==> config.mk <==
export PLATFORM = sky130hd
export DESIGN_NAME = jtframe_mr_upload
export DESIGN_NICKNAME = d
export VERILOG_FILES = /design/src/rtl/jtframe_mr_pkg.sv /design/src/rtl/jtframe_mr_bytefetch.sv /design/src/rtl/jtframe_mr_upload.sv
export SDC_FILE = /design/constraint.sdc
export NUM_CORES = 1
export LEC_CHECK = 0
export ABC_AREA = 1
export CORE_UTILIZATION = 57
export DETAILED_ROUTE_END_ITERATION = 16
export HOLD_SLACK_MARGIN = 0.12
export PLACE_DENSITY = 0.95
export RECOVER_POWER = 50
export SYNTH_ARGS = -nofsm -noshare
export SYNTH_HDL_FRONTEND = slang
export SYNTH_HIERARCHICAL = 1
export SYNTH_SLANG_ARGS = --single-unit
==> constraint.sdc <==
create_clock -name clk_sys -period 4.55 [get_ports clk_sys]
set_input_delay 0.91 -clock clk_sys [delete_from_list [all_inputs] [get_ports clk_sys]]
set_output_delay 0.91 -clock clk_sys [all_outputs]
set_load 0.02 [all_outputs]
==> src/rtl/jtframe_mr_pkg.sv <==
// Shared types and constants for the MiSTer HPS upload (read-back) path.
package jtframe_mr_pkg;

    // Upload sequencer states; GAP and FETCH_HI are only visited in 16-bit mode.
    typedef enum logic [1:0] {
        IDLE     = 2'd0,
        FETCH_LO = 2'd1,
        GAP      = 2'd2,
        FETCH_HI = 2'd3
    } mr_state_t;

    // File index served by default (NVRAM / high-score slot).
    localparam logic [7:0] MR_UPLOAD_INDEX = 8'd2;

    // Value returned for bytes beyond the end of the memory image.
    localparam logic [7:0] MR_FILL = 8'hFF;

endpackage

==> src/rtl/jtframe_mr_bytefetch.sv <==
// Single-byte read from the core memory port. A start pulse latches the
// address; in-range bytes perform a mem_rd/mem_ok handshake, out-of-range
// bytes complete on the following cycle with the fill value and no mem_rd.
module jtframe_mr_bytefetch
    import jtframe_mr_pkg::*;
#(
    parameter int AW   = 16,
    parameter int SIZE = 65536
)(
    input  logic          clk_sys,
    input  logic          rst,
    input  logic          start,
    input  logic          abort,
    input  logic [26:0]   addr,
    output logic [AW-1:0] mem_addr,
    output logic          mem_rd,
    input  logic [7:0]    mem_dout,
    input  logic          mem_ok,
    output logic          done,
    output logic [7:0]    data
);

    localparam logic [31:0] SIZE_W = 32'(SIZE);

    logic          busy_reg;
    logic          oor_reg;
    logic          rd_reg;
    logic [AW-1:0] addr_reg;
    logic          in_range;

    // Range check uses the full request address, not the truncated one.
    assign in_range = ({5'd0, addr} < SIZE_W);

    // mem_ok is only meaningful while our own read strobe is up.
    assign done = busy_reg && (oor_reg || (rd_reg && mem_ok));
    assign data = oor_reg ? MR_FILL : mem_dout;

    assign mem_addr = addr_reg;
    assign mem_rd   = rd_reg;

    // Handshake register: address is held steady for the whole strobe.
    always_ff @(posedge clk_sys or posedge rst) begin
        if (rst) begin
            busy_reg <= 1'b0;
            oor_reg  <= 1'b0;
            rd_reg   <= 1'b0;
            addr_reg <= '0;
        end else if (abort) begin
            busy_reg <= 1'b0;
            rd_reg   <= 1'b0;
        end else if (start) begin
            busy_reg <= 1'b1;
            oor_reg  <= ~in_range;
            rd_reg   <= in_range;
            addr_reg <= addr[AW-1:0];
        end else if (done) begin
            busy_reg <= 1'b0;
            rd_reg   <= 1'b0;
        end
    end

endmodule

==> src/rtl/jtframe_mr_upload.sv <==
// Answers hps_io upload reads by fetching bytes from core memory. In 16-bit
// mode two consecutive bytes are packed with the even byte in bits [7:0].
module jtframe_mr_upload
    import jtframe_mr_pkg::*;
#(
    parameter int         WIDE         = 0,
    parameter int         AW           = 16,
    parameter int         SIZE         = 65536,
    parameter logic [7:0] UPLOAD_INDEX = MR_UPLOAD_INDEX
)(
    input  logic                                 clk_sys,
    input  logic                                 rst,
    input  logic                                 ioctl_upload,
    input  logic [7:0]                           ioctl_index,
    input  logic                                 ioctl_rd,
    input  logic [26:0]                          ioctl_addr,
    output logic [((WIDE != 0) ? 16 : 8)-1:0]    ioctl_din,
    output logic                                 ioctl_wait,
    output logic                                 mem_sel,
    output logic [AW-1:0]                        mem_addr,
    output logic                                 mem_rd,
    input  logic [7:0]                           mem_dout,
    input  logic                                 mem_ok
);

    localparam int DW = (WIDE != 0) ? 16 : 8;

    mr_state_t     state_reg, state_next;
    logic [DW-1:0] din_reg, din_next;
    logic          wait_reg, wait_next;
    logic [7:0]    lo_reg, lo_next;
    logic [26:0]   base_reg, base_next;
    logic          sel_reg;
    logic          active;

    logic          fetch_start;
    logic          fetch_abort;
    logic          fetch_done;
    logic [26:0]   fetch_addr;
    logic [7:0]    fetch_data;
    logic [DW-1:0] word_lo;
    logic [DW-1:0] word_hi;

    assign active = ioctl_upload && (ioctl_index == UPLOAD_INDEX);

    assign ioctl_din  = din_reg;
    assign ioctl_wait = wait_reg;
    assign mem_sel    = sel_reg;

    // Word assembly for the two completion points of the sequencer.
    generate
        if (WIDE != 0) begin : g_wide
            assign word_lo = {8'h00, fetch_data};
            assign word_hi = {fetch_data, lo_reg};
        end else begin : g_narrow
            // FETCH_HI is never reached in 8-bit mode.
            assign word_lo = fetch_data;
            assign word_hi = lo_reg;
        end
    endgenerate

    jtframe_mr_bytefetch #(
        .AW   (AW),
        .SIZE (SIZE)
    ) u_fetch (
        .clk_sys  (clk_sys),
        .rst      (rst),
        .start    (fetch_start),
        .abort    (fetch_abort),
        .addr     (fetch_addr),
        .mem_addr (mem_addr),
        .mem_rd   (mem_rd),
        .mem_dout (mem_dout),
        .mem_ok   (mem_ok),
        .done     (fetch_done),
        .data     (fetch_data)
    );

    // Next-state logic: losing the active session cancels any fetch in flight.
    always_comb begin
        state_next  = state_reg;
        din_next    = din_reg;
        wait_next   = wait_reg;
        lo_next     = lo_reg;
        base_next   = base_reg;
        fetch_start = 1'b0;
        fetch_abort = 1'b0;
        fetch_addr  = ioctl_addr;
        if ((state_reg != IDLE) && !active) begin
            fetch_abort = 1'b1;
            wait_next   = 1'b0;
            state_next  = IDLE;
        end else begin
            case (state_reg)
                IDLE: begin
                    if (ioctl_rd && active) begin
                        fetch_start = 1'b1;
                        base_next   = ioctl_addr;
                        wait_next   = 1'b1;
                        state_next  = FETCH_LO;
                    end
                end
                FETCH_LO: begin
                    if (fetch_done) begin
                        lo_next = fetch_data;
                        if (WIDE != 0) begin
                            state_next = GAP;
                        end else begin
                            din_next   = word_lo;
                            wait_next  = 1'b0;
                            state_next = IDLE;
                        end
                    end
                end
                GAP: begin
                    fetch_start = 1'b1;
                    fetch_addr  = base_reg + 27'd1;
                    state_next  = FETCH_HI;
                end
                FETCH_HI: begin
                    if (fetch_done) begin
                        din_next   = word_hi;
                        wait_next  = 1'b0;
                        state_next = IDLE;
                    end
                end
                default: state_next = IDLE;
            endcase
        end
    end

    // State and output registers; mem_sel follows the session condition by one cycle.
    always_ff @(posedge clk_sys or posedge rst) begin
        if (rst) begin
            state_reg <= IDLE;
            din_reg   <= '0;
            wait_reg  <= 1'b0;
            lo_reg    <= 8'h00;
            base_reg  <= '0;
            sel_reg   <= 1'b0;
        end else begin
            state_reg <= state_next;
            din_reg   <= din_next;
            wait_reg  <= wait_next;
            lo_reg    <= lo_next;
            base_reg  <= base_next;
            sel_reg   <= active;
        end
    end

endmodule

* Word level (Yosys, flattened, before mapping)
Cells that the tools add are included.
Word-level totals: flip-flop bits (word level) 66, logic and storage cells 64, output and inout port bits 27, bits of input ports 48
Cells by class: muxes and demuxes 22, bitwise logic cells 3, order comparisons 1, $add $sub $neg 1, eq/ne operators 8, reductions and logical operators 19
Operator list (number):
- 27-bit 2-to-1 mux | 2
- 27-bit by 1-bit adder with 27-bit output (second input constant) | 1
- 27-bit by 17-bit less-than comparator with 1-bit output (second input constant) | 1
- 8-bit 2-to-1 mux | 3
- 8-bit one-hot mux with 2 select lines | 1
- 1-bit 2-to-1 mux | 10
- 3-bit AND reduction | 3
- 8-bit by 2-bit == test with 1-bit output (second input constant) | 1
- 2-bit 2-to-1 mux | 3
- 2-bit one-hot mux with 3 select lines | 1
- 3-bit nonzero test | 2
- 1-bit logical AND | 5
- 2-bit == test (second input constant) | 2
- 2-bit != test (second input constant) | 2
- 1-bit one-hot mux with 2 select lines | 2
- 2-bit AND reduction | 2
- 4-bit AND reduction | 1
- 2-bit nonzero test | 2
- 3-bit by 1-bit != test with 1-bit output (second input constant) | 1
- 3-bit != test (second input constant) | 1
- 1-bit NOT | 3
- 2-bit by 1-bit == test with 1-bit output (second input constant) | 1
- 2-bit zero test | 1
- 2-bit OR reduction | 1
- other kinds (2) | 2

* Logic depth before layout (Yosys ltp)
word-level depth 8, depth in mapped cells 15, gate-level depth less buffers 15

* By module
The synthesis kept the hierarchy.
Modules (own cells, without submodules):
- jtframe_mr_upload | sequential area each 1176.1 µm², instances 1, area each 3114.2 µm², cells an instance 441
- jtframe_mr_bytefetch | sequential area each 475.5 µm², instances 1, area each 928.4 µm², cells an instance 106

* Least setup slack after synthesis
Ideal clock, no wire load.
path kind input to register, from input ioctl_index[3], to register u_fetch.addr_reg[10] (netlist: u_fetch/mem_addr[10]), data arrival time 2.312 ns, stages 13, required time 4.433 ns, slack 2.121 ns, path buffers 4, library setup time 0.117 ns, cell sequence or2_4 > nor2_4 > nand2_2 > clkinv_4 > nand3_2 > buf_6 > buf_6 > nand2_1 > buf_6 > nand2_8 > buf_6 > nand2_1 > nand2_1
On the way: cells in the longest elaborated chain, start to end 7, elaborated cells between the ends (all ways) 12, classes of those cells eq/ne (1); mux (5); bitwise (1); reduce/logical (5)
RTL lines:
- from (decl) | RTL line jtframe_mr_upload.sv:14 | input logic [7:0] ioctl_index,
- 8-bit by 2-bit == test with 1-bit output * | RTL line jtframe_mr_upload.sv:44 | assign active = ioctl_upload && (ioctl_index == UPLOAD_INDEX);
- 1-bit logical AND * | RTL line jtframe_mr_upload.sv:44
- named net active | RTL line jtframe_mr_upload.sv:34 | logic active;
- 1-bit logical AND | RTL line jtframe_mr_upload.sv:96 | if (ioctl_rd && active) begin
- 1-bit 2-to-1 mux | RTL line jtframe_mr_upload.sv:96
- 1-bit one-hot mux with 2 select lines | RTL line jtframe_mr_upload.sv:94 | case (state_reg)
- 1-bit 2-to-1 mux * | RTL line jtframe_mr_upload.sv:89 | if ((state_reg != IDLE) && !active) begin
- named net fetch_start | RTL line jtframe_mr_upload.sv:36 | logic fetch_start;
- 2-bit AND reduction (no line) *
- to (signal assigned) | RTL line jtframe_mr_bytefetch.sv:55 | addr_reg <= addr[AW-1:0];
- to (decl) | RTL line jtframe_mr_bytefetch.sv:28 | logic [AW-1:0] addr_reg;
Mark *: on every way through the listed nets, which the timed path passes. The rest lies on a longest branch. A chain may end at the register's enable or synchronous reset.

==> impl_summary.log <==
[metrics] buffers from clock root to sink, at most: 2
[metrics] Max H-tree Level: 3
[metrics] total of cells resized after clock tree synthesis: 0
[metrics] Initial DRT Pass Iterations: 5
[metrics] global-route usage over all layers: 29.04%
[metrics] Post-Syn Area per Cell: 7.391 sq um
[metrics] most common cell after layout, fill and taps aside: sky130_fd_sc_hd__nand2_1
[metrics] area added between synthesis and finish: 23.49%
[metrics] total leakage power: 2.444 nW
[metrics] endpoint required time on the critical path: 4450 ps
[metrics] Worst VDD drop: 0.0001570 V
[metrics] largest net degree at the start of global routing: 56
[metrics] setup_tns: 0 ps
[metrics] WS Path Type: input port to async pin
[metrics] buffering stage count on the worst path with inverters included: 3
[metrics] synthesized area: 0.004043 sq mm
[metrics] clock network latency to the later pin of the worst-skew pair: around 350 ps
[metrics] cts-stage hold buffer count: 0
[metrics] number of vias in the routed layout: 3711
[metrics] setup repair bufs after CTS: 0
[metrics] DRC violations left: 0
[metrics] violated checks: capacitance limit, slew limit
[metrics] Slew @ Worst Pin: 2632 ps
[metrics] setup slack of the critical path after layout: 1170 ps
[metrics] initial core utilization: 59.18%
[metrics] Setup-failing EPs final: 0
[metrics] number of hold-slack violations in the final timing report: 0
[metrics] total length of routed wires: 9911 microns
[metrics] filler instances: 541
[metrics] worst path arrival time: 3280 ps
[metrics] cell area after placement: 0.004767 sq mm
[metrics] post-layout total power: 1.367 mW
[metrics] Worst slew margin: -75.49%
[metrics] share of the synthesized area in the top cell type: 40.85%
[metrics] number of synthesized register bits: 66
[metrics] PD cells: 273.8 mW/mm^2
[metrics] cell type of the slowest stage on the worst timing path: sky130_fd_sc_hd__clkbuf_1
[metrics] count of routing violations after the opening detailed-route iteration: 274
[metrics] initial antenna violation count: 0
[metrics] die height: 86.22 microns
[metrics] net count of the mapped netlist: between 500 and 600
[metrics] cell type with the largest total area after synthesis: sky130_fd_sc_hd__dfrtp_1
[metrics] count of cell types in the netlist: 34
[metrics] count of pins over their slew limit: between 40 and 50
[metrics] vias in the first global route: 3620
[metrics] worst hold margin: 468.1 ps
[metrics] clock tree root buffer cell: sky130_fd_sc_hd__clkbuf_8
[metrics] share of layout cells above drive strength 1: 12.34%
[metrics] minimum period implied by the final worst setup slack: 3380 ps
[metrics] total congestion overflow: 0
[metrics] TritonCTS clock tree: yes
[metrics] maximum clock rate: 295.9 MHz
[metrics] delay of the slowest cell on the worst path: 1850 ps
[metrics] Top Family by Delay on Critical Path: buffers and inverters
[metrics] maximum fanout count along the critical path: 47
[metrics] number of instances in the synthesized netlist: 547
[metrics] kind of capture point of the worst setup path: async pin
[metrics] number of inserted diodes: 0
[metrics] standard-cell row count: 30
[metrics] largest clock skew in the final design: 10.71 ps
[metrics] Routed wire per std cell: ~14 microns
[metrics] Yosys Warn Count: 6
[metrics] Final Wtd Congestion: 0.8992
[metrics] setup slack after placement: 1253 ps
[metrics] die area: approximately 0.0074 sq mm
[metrics] count of clock tree sinks: 66
[metrics] total of buffers placed on input and output ports: 74
[metrics] max reg flops: 27
[metrics] clock slew at the register clock pins of the worst setup and hold paths: 70 ps
[metrics] Final #Nets: 668
[metrics] die width: 86.22 microns
[metrics] RSZ-0062 raised after global routing: no
[metrics] Routed Antenna Nets: 0
[metrics] status: finished with violations
[metrics] post-route cell area: 0.004992 sq mm
[metrics] final cycle utilization of the critical path: between 70% and 80%
[metrics] class of the worst hold path: register to register
[metrics] fraction of the yosys area taken by sequential cells: 40.85%
[metrics] kind of start point of the critical path: input port
[metrics] I/O pin cnt: 75
[metrics] core box area: 0.006832 sq mm
[metrics] cells along the critical path: clkdlybuf4s50_1, clkinv_1, clkbuf_1
[metrics] number of buffers created by CTS: 9
[metrics] top library cells by usage in the layout, fill and taps aside: 202 x sky130_fd_sc_hd__nand2_1, 70 x sky130_fd_sc_hd__clkdlybuf4s50_1, 66 x sky130_fd_sc_hd__dfrtp_1
[metrics] post-detail-place hpwl: 7411 microns
[metrics] count of maximum capacitance violations: 1
[metrics] cell types occupying the most area after synthesis: sky130_fd_sc_hd__dfrtp_1 41%, sky130_fd_sc_hd__nand2_1 19%, sky130_fd_sc_hd__inv_1 5.1%, sky130_fd_sc_hd__nor2_1 4.2%, sky130_fd_sc_hd__o21ai_2 4.1%
[metrics] detail-routed via count per cell: 5.154
[metrics] global-route wire length before repair: around 17000 microns
## layer usage
layer  part of all wire [%]  track usage, %
met1                     46           39.07
met2                     48           48.27
met3                    4.2           3.810
met4                    2.1           10.61
met5                      0               0
## layout make-up
cell class / count / area, sq um / area share, %
Sequential cell: 66 / 1652 / 33.08
Clock inverter: 7 / 123.9 / 2.481
Clock buffer: 9 / 123.9 / 2.481
Timing Repair Buffer: 76 / 752.0 / 15.06
Multi-Input combinational cell: 407 / 1998 / 40.03
Inverter: 59 / 222.7 / 4.461
Tap cell: 96 / 120.1 / 2.406
## synth_stat cells (all sizes together)
cell / count
o21ai: 55
mux2i: 8
dfrtp: 66
clkbuf: 1
buf: 14
clkinv: 1
nor2: 50
a21oi: 3
xnor2: 3
ha: 1
nand3b: 5
a21boi: 1
o21a: 1
nor3: 1
nand3: 35
nand2: 221
inv: 58
or2: 11
nand4: 3
xor2: 9
## where the power goes
part	leakage (nW)	internal (mW)	switching, mW
Clock	0.120	0.368	0.248
Sequential	0.918	0.598	0.0142
Combinational	1.41	0.0680	0.0699
Total	2.44	1.03	0.332
## through the flow
| step | cells | util, % |
|---|---|---|
| final | 720 | 73.08 |
| after global placement | 704 | 69.78 |
| after detailed placement | 704 | 69.78 |
| after floorplan | 547 | - |
| after CTS | 720 | 73.41 |
| after global routing | 720 | 73.08 |
## worst paths after layout
path                                           from             endpoint  slack (ps)  cells after the start
worst min register to register  u_fetch/mem_addr[6]  u_fetch/mem_addr[6]         470                      2
worst min-delay path            u_fetch/mem_addr[6]  u_fetch/mem_addr[6]         470                      2
max in group clk_sys                 ioctl_index[1]       u_fetch/mem_rd        1470                     13
min in group asynchronous                       rst  u_fetch/mem_addr[1]         990                      2
worst max register to register          base_reg[0]       u_fetch/mem_rd        2240                     15
worst max-delay path                            rst          base_reg[5]        1170                      3
## cell families after synthesis
kind of cell / share of synthesized area (%)
DFF: 40.85
muxes: 1.981
buffers and inverters: 9.347
AOI/OAI and AO/OA: 9.316
and+or+nand+nor: 35.59
xor gates and xnor gates: 2.600
adders and majority gates: 0.3095
## tightest hold or removal path: stages (launching register included)
cell and delay, ps:
sky130_fd_sc_hd__dfrtp_1 340, sky130_fd_sc_hd__nand2_1 60, sky130_fd_sc_hd__nand2_1 50
Power figures use the tool's default switching activity.
